<file path="config.mk">
export PLATFORM = sky130hd
export DESIGN_NAME = ws2812_rx
export DESIGN_NICKNAME = d
export VERILOG_FILES = /design/src/rtl/ws2812_rx.sv
export SDC_FILE = /design/constraint.sdc
export NUM_CORES = 1
export LEC_CHECK = 0
export ABC_AREA = 1
export ABC_CLOCK_PERIOD_IN_PS = 3250
export CAP_MARGIN = 10
export CORE_MARGIN = 10
export CORE_UTILIZATION = 40
export CTS_CLUSTER_DIAMETER = 200
export DETAILED_ROUTE_END_ITERATION = 8
export PLACE_DENSITY_LB_ADDON = 0.12
export SYNTH_ARGS = -nofsm -noshare
export SYNTH_HDL_FRONTEND = slang
export SYNTH_SLANG_ARGS = --single-unit
</file>
<file path="constraint.sdc">
create_clock -name clk -period 3.25 [get_ports clk]
set_input_delay 0.4875 -clock clk [delete_from_list [all_inputs] [get_ports clk]]
set_output_delay 0.4875 -clock clk [all_outputs]
set_load 0.02 [all_outputs]
</file>
<file path="src/rtl/ws2812_rx.sv">
// WS2812 serial-line receiver: decodes pulse-width-coded bits into 24-bit words,
// tracks word position within a frame and flags glitches, errors and overflow.
`timescale 1ns/1ps

module ws2812_rx #(
  parameter int NUM_LEDS     = 8,
  parameter int THRESH_CYC   = 8,
  parameter int MIN_HIGH_CYC = 2,
  parameter int MAX_HIGH_CYC = 20,
  parameter int RESET_CYC    = 600
) (
  input  logic        clk,
  input  logic        resetn,
  input  logic        data_in,
  output logic [23:0] word,
  output logic [7:0]  word_idx,
  output logic        word_valid,
  output logic        frame_end,
  output logic        err,
  output logic        overflow
);

  localparam int HW = $clog2(MAX_HIGH_CYC + 1);
  localparam int LW = $clog2(RESET_CYC + 1);

  localparam logic [HW-1:0] HI_MAX_M1 = HW'(MAX_HIGH_CYC - 1);
  localparam logic [HW-1:0] HI_MIN    = HW'(MIN_HIGH_CYC);
  localparam logic [HW-1:0] HI_THR    = HW'(THRESH_CYC);
  localparam logic [LW-1:0] LO_RST_M1 = LW'(RESET_CYC - 1);
  localparam logic [7:0]    NLEDS     = 8'(NUM_LEDS);

  typedef enum logic [1:0] {S_SYNC, S_IDLE, S_HIGH, S_LOW} state_t;

  state_t        state_q, state_d;
  logic          sync1_q, ds_q, ds_prev_q;
  logic [HW-1:0] hi_cnt_q, hi_cnt_d;
  logic [LW-1:0] lo_cnt_q, lo_cnt_d;
  logic [4:0]    bit_cnt_q, bit_cnt_d;
  logic [7:0]    word_cnt_q, word_cnt_d;
  logic [23:0]   shift_q, shift_d;
  logic [23:0]   word_q, word_d;
  logic [7:0]    word_idx_q, word_idx_d;
  logic          word_valid_q, word_valid_d;
  logic          frame_end_q, frame_end_d;
  logic          err_q, err_d;
  logic          overflow_q, overflow_d;
  logic          frame_ovf_q, frame_ovf_d;
  logic          rise, bit_val;
  logic [23:0]   shift_next;

  assign rise       = ds_q & ~ds_prev_q;
  assign bit_val    = (hi_cnt_q >= HI_THR);
  assign shift_next = {shift_q[22:0], bit_val};

  // NOTE: every variable gets a default before the case so no path can infer a latch.
  always_comb begin
    state_d      = state_q;
    hi_cnt_d     = hi_cnt_q;
    lo_cnt_d     = lo_cnt_q;
    bit_cnt_d    = bit_cnt_q;
    word_cnt_d   = word_cnt_q;
    shift_d      = shift_q;
    word_d       = word_q;
    word_idx_d   = word_idx_q;
    word_valid_d = 1'b0;
    frame_end_d  = 1'b0;
    err_d        = 1'b0;
    overflow_d   = overflow_q;
    frame_ovf_d  = frame_ovf_q;

    unique case (state_q)
      // Wait for a full reset gap before trusting the line; the gap opens a fresh frame.
      S_SYNC: begin
        if (ds_q) begin
          lo_cnt_d = '0;
        end else if (lo_cnt_q >= LO_RST_M1) begin
          state_d     = S_IDLE;
          lo_cnt_d    = '0;
          bit_cnt_d   = '0;
          shift_d     = '0;
          word_cnt_d  = '0;
          frame_ovf_d = 1'b0;
        end else begin
          lo_cnt_d = lo_cnt_q + 1'b1;
        end
      end

      S_IDLE: begin
        if (rise) begin
          state_d  = S_HIGH;
          hi_cnt_d = HW'(1);
        end
      end

      S_HIGH: begin
        if (ds_q) begin
          if (hi_cnt_q >= HI_MAX_M1) begin
            err_d     = 1'b1;
            shift_d   = '0;
            bit_cnt_d = '0;
            lo_cnt_d  = '0;
            state_d   = S_SYNC;
          end else begin
            hi_cnt_d = hi_cnt_q + 1'b1;
          end
        end else if (hi_cnt_q < HI_MIN) begin
          // Glitch: resume the interrupted low period as if nothing happened.
          state_d = S_LOW;
        end else begin
          state_d  = S_LOW;
          lo_cnt_d = LW'(1);
          shift_d  = shift_next;
          if (bit_cnt_q == 5'd23) begin
            bit_cnt_d = '0;
            if (word_cnt_q < NLEDS) begin
              word_d       = shift_next;
              word_idx_d   = word_cnt_q;
              word_valid_d = 1'b1;
              word_cnt_d   = word_cnt_q + 1'b1;
            end else begin
              overflow_d  = 1'b1;
              frame_ovf_d = 1'b1;
            end
          end else begin
            bit_cnt_d = bit_cnt_q + 1'b1;
          end
        end
      end

      S_LOW: begin
        if (rise) begin
          state_d  = S_HIGH;
          hi_cnt_d = HW'(1);
        end else if (lo_cnt_q >= LO_RST_M1) begin
          frame_end_d = 1'b1;
          err_d       = (bit_cnt_q != '0);
          bit_cnt_d   = '0;
          shift_d     = '0;
          word_cnt_d  = '0;
          lo_cnt_d    = '0;
          state_d     = S_IDLE;
          // Overflow survives the frame that caused it and clears after a clean one.
          if (!frame_ovf_q) overflow_d = 1'b0;
          frame_ovf_d = 1'b0;
        end else begin
          lo_cnt_d = lo_cnt_q + 1'b1;
        end
      end

      default: state_d = S_SYNC;
    endcase
  end

  // NOTE: sequential state uses non-blocking assignments only; reset is asynchronous.
  always_ff @(posedge clk or negedge resetn) begin
    if (!resetn) begin
      state_q      <= S_SYNC;
      sync1_q      <= 1'b0;
      ds_q         <= 1'b0;
      ds_prev_q    <= 1'b0;
      hi_cnt_q     <= '0;
      lo_cnt_q     <= '0;
      bit_cnt_q    <= '0;
      word_cnt_q   <= '0;
      shift_q      <= '0;
      word_q       <= '0;
      word_idx_q   <= '0;
      word_valid_q <= 1'b0;
      frame_end_q  <= 1'b0;
      err_q        <= 1'b0;
      overflow_q   <= 1'b0;
      frame_ovf_q  <= 1'b0;
    end else begin
      state_q      <= state_d;
      sync1_q      <= data_in;
      ds_q         <= sync1_q;
      ds_prev_q    <= ds_q;
      hi_cnt_q     <= hi_cnt_d;
      lo_cnt_q     <= lo_cnt_d;
      bit_cnt_q    <= bit_cnt_d;
      word_cnt_q   <= word_cnt_d;
      shift_q      <= shift_d;
      word_q       <= word_d;
      word_idx_q   <= word_idx_d;
      word_valid_q <= word_valid_d;
      frame_end_q  <= frame_end_d;
      err_q        <= err_d;
      overflow_q   <= overflow_d;
      frame_ovf_q  <= frame_ovf_d;
    end
  end

  assign word       = word_q;
  assign word_idx   = word_idx_q;
  assign word_valid = word_valid_q;
  assign frame_end  = frame_end_q;
  assign err        = err_q;
  assign overflow   = overflow_q;

endmodule

</file>
Word level (Yosys, flattened, before mapping)
Index checks and enable logic that the tools add are counted.
{"block": "word_totals", "register_bits": 94, "output_inout_bits": 36, "word_cells": 128}
{"block": "op_classes", "addsub": 4, "order_cmp": 5, "n_eq_ne": 19, "mux": 66, "n_bitwise": 4, "n_reduce_logical": 14}
{"operator": "two-way mux 24 bit", "n": 6}
{"operator": "case mux 24 bit (3 select lines)", "n": 1}
{"operator": "two-way mux 10 bit", "n": 6}
{"operator": "two-way mux 8 bit", "n": 7}
{"operator": "two-way mux 5 bit", "n": 10}
{"operator": "case mux 10 bit (3 select lines)", "n": 1}
{"operator": "inequality test 2 bit (second input constant)", "n": 12}
{"operator": "case mux 8 bit (3 select lines)", "n": 1}
{"operator": "two-way mux 1 bit", "n": 22}
{"operator": "case mux 5 bit (3 select lines)", "n": 1}
{"operator": "AND reduction 7 bit", "n": 2}
{"operator": "two-way mux 2 bit", "n": 6}
{"operator": "adder 10 x 1 -> 10 bit (second input constant)", "n": 1}
{"operator": "adder 5 x 1 -> 5 bit (second input constant)", "n": 2}
{"operator": ">= comparator 10 bit (second input constant)", "n": 1}
{"operator": "case mux 5 bit (2 select lines)", "n": 1}
{"operator": "AND reduction 5 bit", "n": 2}
{"operator": "adder 8 x 1 -> 8 bit (second input constant)", "n": 1}
{"operator": "less-than comparator 8 x 4 -> 1 bit (second input constant)", "n": 1}
{"operator": "case mux 2 bit (4 select lines)", "n": 1}
{"operator": "AND reduction 4 bit", "n": 2}
{"operator": "AND reduction 8 bit", "n": 1}
{"operator": "inequality test 3 bit (second input constant)", "n": 2}
{"operator": "equality test 5 bit (second input constant)", "n": 1}
{"operator": "16 further kinds", "n": 21}

Depth between registers and ports, before layout
Gate-level depths: netlist (run 1).
{"block": "logic_depth", "word_depth": 6, "ltp_mapped": 11, "ltp_nobuf": 11}

Worst setup path after synthesis (run 1)
OpenSTA, ideal clock, no wires.
{"block": "synth_path", "kind": "register -> register", "from": "reg hi_cnt_q[0]", "to": "reg hi_cnt_q[4]", "setup_ns": 0.084, "t_arrival_ns": 1.464, "t_required_ns": 3.166, "setup_slack_ns": 1.702, "path_stages_with_launch": 9, "n_path_buf": 0, "period_less_slack_ns": 1.548, "path_cell_list": "dfrtp_1 -> ha_1 -> nor2_1 -> nand3_1 -> nand2_1 -> nand2_1 -> nand2_1 -> nand4_1 -> a21boi_0"}
{"block": "synth_between", "elab_chain_len": 4, "elab_cells_between_ends": 7}
{"element": "start: declaration", "line": "36", "source": "logic [HW-1:0] hi_cnt_q, hi_cnt_d;"}
{"element": "start signal: assignment", "line": "178", "source": "hi_cnt_q <= hi_cnt_d;"}
{"element": "adder 5 x 1 -> 5 bit", "line": "104", "source": "hi_cnt_d = hi_cnt_q + 1'b1;"}
{"element": "two-way mux 5 bit", "line": "97", "source": "if (hi_cnt_q >= HI_MAX_M1) begin"}
{"element": "two-way mux 5 bit", "line": "96", "source": "if (ds_q) begin"}
{"element": "case mux 5 bit (2 select lines)", "line": "71", "source": "unique case (state_q)"}
Parallel ways exist; a longest one is shown, timed or not. The select of a mux whose other input is x is not followed.
A chain may end at the register's enable or synchronous reset.

Worst setup path after layout (run 1)
{"block": "layout_path", "from": "reg state_q[0]", "to": "reg shift_q[6]"}
{"block": "layout_between", "elab_chain_len": 3, "elab_cells_between_ends": 10}
{"element": "start: declaration", "line": "34", "source": "state_t state_q, state_d;"}
{"element": "start signal: assignment", "line": "174", "source": "state_q <= state_d;"}
{"element": "equality test 2 bit or logical NOT 2 bit (tied branches)", "line": "71"}
{"element": "inequality test 3 bit (no source line), or another cell as far along"}
{"element": "AND reduction 5 bit (no source line)"}
{"element": "end signal: assignment", "line": "182", "source": "shift_q <= shift_d;"}
{"element": "end: declaration", "line": "40", "source": "logic [23:0] shift_q, shift_d;"}
Parallel ways exist; a longest one is shown, timed or not.

==> results of run 1 <==
-- path summary, 6_finish.rpt --
kind,startpoint,to,slack (ns),cells after the start
worst max-delay path,state_q[0]$_DFFE_PN0P_,shift_q[6]$_DFFE_PN0P_,0.87,9
worst min-delay path,resetn,word_idx[3]$_DFFE_PN0P_,0.21,1
worst max register to register,state_q[0]$_DFFE_PN0P_,shift_q[6]$_DFFE_PN0P_,0.87,9
worst min register to register,sync1_q$_DFF_PN0_,ds_q$_DFF_PN0_,0.36,0
max in group asynchronous,resetn,word_idx[0]$_DFFE_PN0P_,2.33,2
min in group clk,sync1_q$_DFF_PN0_,ds_q$_DFF_PN0_,0.36,0
-- sequential cells by signal (all words and copies together), names as in the netlist --
signal,count
frame_end,1
word,24
frame_ovf_q,1
word_cnt_q,8
hi_cnt_q,5
word_valid,1
sync1_q,1
ds_q,1
overflow,1
lo_cnt_q,10
ds_prev_q,1
word_idx,8
bit_cnt_q,5
state_q,2
err,1
shift_q,23
-- metal layers --
metal	track usage	up-vias
met1	0.157	1536
met2	0.182	50
met3	0.0275	16
met4	0.0630	0
met5	0	-
li1	-	1708
-- power groups by stage --
stage	logic, mW	registers, mW	clock network (mW)
6_report	0.0463	1.17	0.733
5_1_grt	0.0553	1.17	0.797
4_1_cts	0.0490	1.17	0.749
3_5_place_dp	0.0491	1.19	0
3_3_place_gp	0.0486	1.19	0
2_1_floorplan	0.0167	1.19	0
-- metrics by stage --
step           std cells  hold WS, ns  worst slack [ns]  utilization
6_report             704        0.211             0.869        0.467
3_3_place_gp         688        0.340             0.942        0.450
3_5_place_dp         688        0.340             0.880        0.450
2_1_floorplan        520        0.192              1.70            -
5_1_grt              704        0.285             0.597        0.467
4_1_cts              704        0.246             0.854        0.467
-- synthesized netlist by cell type, types with 3 or more instances --
cell type / count
ha_1: 6
nor3_1: 3
nor2_1: 40
nand3_1: 24
inv_1: 47
nand4_1: 12
dfrtp_1: 93
a21oi_1: 5
o21ai_2: 29
buf_6: 8
nand2_2: 4
o21ai_0: 14
xor2_1: 4
nand2_1: 202
inv_2: 6
-- cell type report --
class,instances,area [µm²],area share
Sequential cell,93,2330,0.460
Tap cell,140,175,0.0346
Clock inverter,2,16.3,0.00321
Inverter,54,203,0.0401
Clock buffer,14,163,0.0321
Timing Repair Buffer,41,400,0.0791
Multi-Input combinational cell,360,1780,0.351
-- cell families after synthesis --
family / synth area share
xor gates and xnor gates: 0.00792
AOI/OAI and AO/OA: 0.0917
DFF: 0.526
and+or+nand+nor: 0.285
buffers and inverters: 0.0719
adders and majority gates: 0.0170
-- worst reg2reg max path, cell delays in order, from the launching register on --
cell	delay [ns]
dfrtp_1	0.43
inv_2	0.10
nand2_4	0.13
nor2_8	0.11
nand2_4	0.14
nand3_2	0.09
nor2_4	0.27
nand3_4	0.62
nand2_1	0.28
o21ai_2	0.07
==> results.sh, run 1 <==
export IMPL_drt_antenna_violating_nets=0
export IMPL_ys_seq_area_frac=0.526
export IMPL_worst_pin_slew_ns=0.826
export IMPL_wirelength_um=9050
export IMPL_synth_top_area_frac=0.526
export IMPL_clk_latency_ns=0.37
export IMPL_io_pins=39
export IMPL_drv_slew=0
export IMPL_rsz0062_at_grt="no"
export IMPL_fmax_mhz=420
export IMPL_highest_layer="met4"
export IMPL_clk_path_buf_depth=2
export IMPL_leakage_nw=2.49
export IMPL_end_kind="register"
export IMPL_powerDensity_mw_per_mm2=384
export IMPL_cap_violations=0
export IMPL_cpMostUsedCell="nand2_4"
export IMPL_crit_path_cell_trace="inv_2, nand2_4, nor2_8, nand2_4, nand3_2, nor2_4, nand3_4, nand2_1, o21ai_2"
export IMPL_dp_hpwl_um=6430
export IMPL_holdBufCountCts=0
export IMPL_firstDrtPassIters=4
export IMPL_wl_met1_um=4480
export IMPL_cp_required_ns=3.49
export IMPL_gp_congestion=0.843
export IMPL_routedWlPerCell_um=12.9
export IMPL_vias=3310
export IMPL_final_common_cell="nand2_1"
export IMPL_htree_levels=3
export IMPL_ir_drop_v=0.000178
export IMPL_finalSetupViolations=0
export IMPL_diodes=0
export IMPL_cts_num_sinks=93
export IMPL_synth_area_leader_cell="dfrtp_1"
export IMPL_synth_area_leaders="dfrtp_1 53%, nand2_1 17%, o21ai_2 5.7%, inv_1 4.0%, nor2_1 3.4%"
export IMPL_layout_drive_gt1_share=0.119
export IMPL_fin_crit_ns=2.38
export IMPL_avgSynthCellArea_um2=8.50
export IMPL_wl_met2_um=3960
export IMPL_p_int_mw=1.50
export IMPL_hp_class="in -> async"
export IMPL_drt_iter0_drc=269
export IMPL_mostFrequentLayoutCells="202 x nand2_1, 93 x dfrtp_1, 47 x inv_1"
export IMPL_post_dp_cell_area_mm2=0.00488
export IMPL_cp_max_fo=55
export IMPL_cts_tree="done"
export IMPL_arrival_ns=2.62
export IMPL_antenna_found_initial=0
export IMPL_rows=38
export IMPL_synth_flop_cell="dfrtp_1"
export IMPL_yosys_warnings=0
export IMPL_grt_pass1_vias=3270
export IMPL_die_h_um=125
export IMPL_p_sw_frac=0.231
export IMPL_grt_pass1_wl_um=16000
export IMPL_finalCritPeriodShare=0.733
export IMPL_crit_type="reg -> reg"
export IMPL_fp_dieW_um=125
export IMPL_yosysUniqueCellTypes=32
export IMPL_power_frac_seq=0.600
export IMPL_dieArea_mm2=0.0157
export IMPL_clk_pin_slew_ns=0.09
export IMPL_cts_buffers=9
export IMPL_switchingPower_mw=0.450
export IMPL_fin_skew_ns=0.00734
export IMPL_met3_length_um=381
export IMPL_initial_core_util=0.408
export IMPL_fillCellCount=1102
export IMPL_cpLargestDelayFamily="simple AND/OR/NAND/NOR gates"
export IMPL_area_delta_synth_final_pct=14.5
export IMPL_pwr_share_comb=0.024
export IMPL_postCtsSetupBuffers=0
export IMPL_grt_overflow_total=0
export IMPL_grt_total_usage=0.120
export IMPL_final_cell_area_mm2=0.00506
export IMPL_vias_per_cell=4.70
export IMPL_portBuffers=38
export IMPL_ctsResizeCount=0
export IMPL_clkPwrFrac=0.377
export IMPL_cp_num_buf_inv=1
export IMPL_tns_ns=0
export IMPL_layout_nets=568
export IMPL_synth_edff_count=0
export IMPL_max_slew_margin_rel=0.449
export IMPL_netlist_area_mm2=0.00442
export IMPL_finalHoldViolations=0
export IMPL_post_route_drc_count=0
export IMPL_grt_max_degree=66
export IMPL_ys_ff_latch=93
export IMPL_power_mw=1.95
export IMPL_async_reset_ff_frac=1.00
export IMPL_synth_cells=520
export IMPL_core_area_mm2=0.0108
export IMPL_syn_nets=529
export IMPL_max_stage_delay_ns=0.62
export IMPL_outcome="completed"
export IMPL_crit_path_start_kind="register"
export IMPL_critPathSlowestCell="nand3_4"
export IMPL_cts_root_buf="clkbuf_8"
No activity file was read; power rests on OpenSTA's default activity.
==> inputs of run 2 (changes only) <==
- ABC_CLOCK_PERIOD_IN_PS: 3250 -> 2260
- clock period: 3.25 -> 2.26 ns (I/O delays scaled with it)
==> run 2 against run 1 <==
Against the previous run: the run now ends with negative hold slack left; worst setup slack got worse by 0.56 ns; die area unchanged; clock-buffer cell count decreased by 4; sequential share of layout area decreased by 0.66 points; worst hold slack got worse by 0.22 ns; sequential power increased by 44%; largest cell class unchanged; largest power group unchanged.
==> results.sh, run 2 (synthesis results as in run 1) <==
export IMPL_end_kind="register"
export IMPL_final_common_cell="nand2_1"
export IMPL_rows=38
export IMPL_layout_nets=572
export IMPL_antenna_found_initial=0
export IMPL_clk_pin_slew_ns=0.09
export IMPL_outcome="finished with violations"
export IMPL_gp_congestion=0.880
export IMPL_arrival_ns=2.20
export IMPL_holdBufCountCts=0
export IMPL_r2r_end="shift_q[0]$_DFFE_PN0P_"
export IMPL_vias_per_cell=4.74
export IMPL_finalHoldViolations=6
export IMPL_diodes=0
export IMPL_cp_max_fo=55
export IMPL_r2r_start="state_q[0]$_DFFE_PN0P_"
export IMPL_drv_slew=0
export IMPL_tns_ns=0
export IMPL_crit_path_start_kind="register"
export IMPL_cpLargestDelayFamily="simple AND/OR/NAND/NOR gates"
export IMPL_ir_drop_v=0.000544
export IMPL_leakage_nw=2.52
export IMPL_postCtsSetupBuffers=0
export IMPL_dieArea_mm2=0.0157
export IMPL_grt_total_usage=0.117
export IMPL_fp_dieW_um=125
export IMPL_reg2regPathDepth=10
export IMPL_cap_violations=0
export IMPL_initial_core_util=0.408
export IMPL_firstDrtPassIters=4
export IMPL_hold_ws_ns=-0.00692
export IMPL_seq_area_mm2=0.00233
export IMPL_cts_num_sinks=93
export IMPL_drt_iter0_drc=210
export IMPL_vias=3353
export IMPL_grt_overflow_total=0
export IMPL_crit_path_cell_trace="inv_2, nand2_4, nor2_8, nand2_4, nand3_2, nor2_4, nand3_4, buf_12, nand2_1, o21ai_2"
export IMPL_critPathSlowestCell="dfrtp_1"
export IMPL_wirelength_um=8850
export IMPL_fin_ws_ns=0.311
export IMPL_routedWlPerCell_um=12.5
export IMPL_fin_skew_ns=0.0106
export IMPL_mostFrequentLayoutCells="202 x nand2_1, 93 x dfrtp_1, 47 x inv_1"
export IMPL_fin_crit_ns=1.95
export IMPL_grt_pass1_vias=3282
export IMPL_dp_cells=692
export IMPL_core_area_mm2=0.0108
export IMPL_largest_register_ffs=24
export IMPL_grt_pass1_wl_um=15700
export IMPL_crit_type="reg -> reg"
export IMPL_cts_tree="done"
export IMPL_hp_class="in -> async"
export IMPL_finalSetupViolations=0
export IMPL_cp_num_buf_inv=2
export IMPL_fmax_mhz=513
export IMPL_dp_slack_ns=0.312
export IMPL_ctsResizeCount=0
export IMPL_powerDensity_mw_per_mm2=557
export IMPL_max_slew_margin_rel=0.560
export IMPL_cts_buffers=9
export IMPL_io_pins=39
export IMPL_clk_path_buf_depth=2
export IMPL_die_h_um=125
export IMPL_rrSetupSlack_ns=0.31
export IMPL_clk_latency_ns=0.36
export IMPL_fillCellCount=1072
export IMPL_layout_drive_gt1_share=0.129
export IMPL_max_stage_delay_ns=0.46
export IMPL_worst_pin_slew_ns=0.660
export IMPL_rsz0062_at_grt="no"
export IMPL_post_route_drc_count=0
export IMPL_cpMostUsedCell="nand2_4"
export IMPL_grt_max_degree=56
export IMPL_fin_cells=708
export IMPL_portBuffers=38
export IMPL_drt_antenna_violating_nets=0
export IMPL_finalCritPeriodShare=0.863
export IMPL_area_delta_synth_final_pct=16.1
export IMPL_dp_hpwl_um=6310
export IMPL_cp_required_ns=2.51
export IMPL_multi_input_comb_area_mm2=0.00178
export IMPL_htree_levels=3
export IMPL_violations="negative hold slack"
export IMPL_cts_root_buf="clkbuf_8"
==> run 2: cell count changes in the layout (fill, tap and decap cells not counted), sizes merged <==
cell	delta
bufinv	+1
clkinvlp	+2
inv	+1
buf	+4
clkbuf	-4
==> run 2: how the worst max path moves through the flow <==
stage	start	endpoint	slack [ns]	cells after the start
global placement	state_q[0]$_DFFE_PN0P_	shift_q[4]$_DFFE_PN0P_	0.32	10
CTS	state_q[0]$_DFFE_PN0P_	bit_cnt_q[0]$_DFFE_PN0P_	0.30	10
detailed placement	state_q[0]$_DFFE_PN0P_	shift_q[6]$_DFFE_PN0P_	0.31	10
global route	lo_cnt_q[1]$_DFFE_PN0P_	lo_cnt_q[9]$_DFFE_PN0P_	0.09	8
finish	state_q[0]$_DFFE_PN0P_	shift_q[0]$_DFFE_PN0P_	0.31	10
floorplan	hi_cnt_q[0]$_DFFE_PN0P_	hi_cnt_q[4]$_DFFE_PN0P_	0.71	8
==> run 2: metal layers <==
metal | vias up | part of all wire | global-route usage
met5 | - | 0 | 0
met4 | 0 | 0.012 | 0.0379
met3 | 9 | 0.047 | 0.0330
met2 | 54 | 0.46 | 0.187
met1 | 1573 | 0.48 | 0.149
li1 | 1717 | - | -
==> run 2: power by group <==
| group | internal, mW | total [mW] | leakage (nW) | switching [mW] |
|---|---|---|---|---|
| registers | 1.67 | 1.68 | 1.29 | 0.00799 |
| clock network | 0.520 | 1.12 | 0.0895 | 0.596 |
| logic | 0.0161 | 0.0680 | 1.14 | 0.0519 |
==> run 2: layout make-up <==
type	instances	area share
flip-flops and latches	93	0.453
multi-input cells	360	0.346
repair buffers	45	0.0887
inverters	54	0.0395
well taps	140	0.0341
clock buffers	10	0.0249
clock inverters	6	0.0136
==> run 2: per-stage QoR <==
step	instance area (µm²)	power, mW	hold WS [ns]	utilization
2_1_floorplan	4420	1.73	0.0434	-
3_3_place_gp	4940	1.78	0.334	0.455
6_report	5130	2.86	-0.00692	0.474
3_5_place_dp	4940	1.78	0.340	0.455
4_1_cts	5130	2.91	0.0225	0.474
5_1_grt	5130	2.98	0.0392	0.474
==> inputs of run 3 (changes only) <==
- ABC_AREA: 1 -> not set
==> run 3 against run 2 <==
Against the previous run: the run still ends with negative hold slack left; die area down 9.9%; global-route usage up 0.11 points; worst hold slack better by 0.0037 ns; register-to-register slack worse by 0.20 ns; sequential share of layout area up 4.1 points; critical path depth down 4; clock skew down 0.0036 ns; clock power up 4%; synthesized area down 12%; combinational power down 8.5%; highest routed layer unchanged.
==> results.sh, run 3 <==
export IMPL_yosysMostFrequentCell="nand2_1"
export IMPL_cp_max_fo=14
export IMPL_gp_congestion=0.751
export IMPL_initial_core_util=0.416
export IMPL_leakage_nw=2.26
export IMPL_violations="negative hold slack"
export IMPL_portBuffers=38
export IMPL_postCtsSetupBuffers=0
export IMPL_ys_seq_area_frac=0.597
export IMPL_syn_nets=381
export IMPL_drv_slew=0
export IMPL_tns_ns=0
export IMPL_mostFrequentLayoutCells="94 x nand2_1, 93 x dfrtp_1, 37 x clkdlybuf4s50_1"
export IMPL_rows=35
export IMPL_outcome="finished with violations"
export IMPL_vias_per_cell=5.00
export IMPL_finalCritPeriodShare=0.952
export IMPL_layout_drive_gt1_share=0.0900
export IMPL_grt_pass1_vias=2799
export IMPL_async_reset_ff_frac=1.00
export IMPL_grt_overflow_total=0
export IMPL_dp_slack_ns=0.0622
export IMPL_grt_max_degree=50
export IMPL_cts_tree="done"
export IMPL_cts_num_sinks=93
export IMPL_yosys_warnings=0
export IMPL_cts_root_buf="clkbuf_8"
export IMPL_crit_type="reg -> reg"
export IMPL_wirelength_um=7890
export IMPL_largest_register_ffs=24
export IMPL_io_pins=39
export IMPL_synth_common_cells="94 x nand2_1, 93 x dfrtp_1, 24 x a22o_1, 14 x a21oi_1, 14 x nor2_1"
export IMPL_finalSetupViolations=0
export IMPL_cpLargestDelayFamily="compound AO/OA/AOI/OAI gates"
export IMPL_synth_top_area_frac=0.597
export IMPL_yosysUniqueCellTypes=52
export IMPL_ys_ff_latch=93
export IMPL_ir_drop_v=0.000314
export IMPL_fin_skew_ns=0.00704
export IMPL_netlist_area_mm2=0.00390
export IMPL_core_area_mm2=0.00937
export IMPL_dieArea_mm2=0.0141
export IMPL_post_dp_cell_area_mm2=0.00450
export IMPL_fmax_mhz=465
export IMPL_area_delta_synth_final_pct=20.6
export IMPL_synth_area_leader_cell="dfrtp_1"
export IMPL_fin_ws_ns=0.108
export IMPL_cp_num_buf_inv=0
export IMPL_worst_pin_slew_ns=0.664
export IMPL_critPathSlowestCell="or4_1"
export IMPL_post_route_drc_count=0
export IMPL_avgSynthCellArea_um2=10.5
export IMPL_grt_total_usage=0.118
export IMPL_holdBufCountCts=0
export IMPL_cts_buffers=9
export IMPL_die_h_um=119
export IMPL_powerDensity_mw_per_mm2=619
export IMPL_diodes=0
export IMPL_clk_latency_ns=0.36
export IMPL_crit_path_cell_trace="ha_1, a2111oi_1, a211o_1, a22o_2, or4_1, o21ai_1"
export IMPL_rsz0062_at_grt="no"
export IMPL_synth_area_leaders="dfrtp_1 60%, nand2_1 9.0%, a22o_1 5.4%, ha_1 1.9%, a21oi_1 1.8%"
export IMPL_routedWlPerCell_um=14.3
export IMPL_layout_nets=426
export IMPL_synth_flop_cell="dfrtp_1"
export IMPL_crit_path_start_kind="register"
export IMPL_dp_hpwl_um=5340
export IMPL_clk_pin_slew_ns=0.10
export IMPL_fin_crit_ns=2.15
export IMPL_htree_levels=3
export IMPL_final_util=0.502
export IMPL_final_common_cell="nand2_1"
export IMPL_cap_violations=0
export IMPL_vias=2756
export IMPL_fp_dieW_um=119
export IMPL_cp_required_ns=2.55
export IMPL_hp_class="in -> async"
export IMPL_synth_edff_count=0
export IMPL_drt_antenna_violating_nets=0
export IMPL_antenna_found_initial=0
export IMPL_arrival_ns=2.44
export IMPL_drt_iter0_drc=97
export IMPL_firstDrtPassIters=4
export IMPL_grt_pass1_wl_um=13900
export IMPL_end_kind="register"
export IMPL_finalHoldViolations=1
export IMPL_max_slew_margin_rel=0.557
export IMPL_synth_cells=372
export IMPL_final_cell_area_mm2=0.00471
export IMPL_hold_ws_ns=-0.00326
export IMPL_clk_path_buf_depth=2
export IMPL_max_stage_delay_ns=0.54
-- run 3: changes by cell type after synthesis, sizes merged, moves of 4 or more --
cell	change
a21oi	+8
buf	+4
inv	-40
nor2	-29
nand4	-9
and2	+9
nand3	-18
o21ai	-31
nand2	-114
a22o	+24
nor4	+4
or4	+5
-- run 3: area by class of cell --
cell class | instances | area [µm²]
Tap cell | 129 | 161
Clock buffer | 9 | 124
Fill cell | 897 | 4670
Clock inverter | 7 | 82.6
Inverter | 13 | 48.8
Timing Repair Buffer | 54 | 536
Sequential cell | 93 | 2330
Multi-Input combinational cell | 246 | 1430
-- run 3: logic make-up (layout without fill, tap and decap cells) --
kind of cell	count (synthesis)	count (layout)	share of synthesized area
muxes	2	2	0.00577
xor gates and xnor gates	2	2	0.00449
and+or+nand+nor	161	161	0.197
DFF	93	93	0.597
adders and majority gates	6	6	0.0192
buffers and inverters	33	83	0.0382
AOI/OAI and AO/OA	75	75	0.139
-- run 3: final timing paths --
check                                        startpoint                 endpoint  slack (ns)  cells after the start
worst min-delay path                             resetn  word_idx[4]$_DFFE_PN0P_      -0.003                      1
worst max-delay path            hi_cnt_q[0]$_DFFE_PN0P_  lo_cnt_q[6]$_DFFE_PN0P_        0.11                      6
worst max register to register  hi_cnt_q[0]$_DFFE_PN0P_  lo_cnt_q[6]$_DFFE_PN0P_        0.11                      6
max in group asynchronous                        resetn     word_valid$_DFF_PN0_        1.57                      2
worst min register to register        sync1_q$_DFF_PN0_           ds_q$_DFF_PN0_        0.36                      0
min in group clk                      sync1_q$_DFF_PN0_           ds_q$_DFF_PN0_        0.36                      0
-- run 3: what timing repair did --
action | in CTS | in global routing
endpoints found under the hold margin | 0 | 0
setup endpoints to repair | 0 | 7
resized for setup | 0 | 1
-- run 3: report_power, final --
group          total (mW)  internal, mW  switching, mW
clock network        1.17         0.529          0.645
logic              0.0622        0.0162         0.0461
registers            1.68          1.67        0.00668
-- run 3: layer usage --
metal	part of all wire	up-vias	GRT usage	routed length [µm]
met1	0.50	1324	0.153	3920
met2	0.44	50	0.182	3510
met4	0.014	0	0.0420	114
met5	0	-	0	0
met3	0.044	11	0.0357	347
li1	-	1371	-	-
-- run 3: metrics by stage --
stage | total power, mW | instances
after floorplan | 1.73 | 372
after global placement | 1.77 | 535
after detailed placement | 1.77 | 535
after CTS | 2.96 | 551
after global routing | 3.03 | 551
final | 2.91 | 551
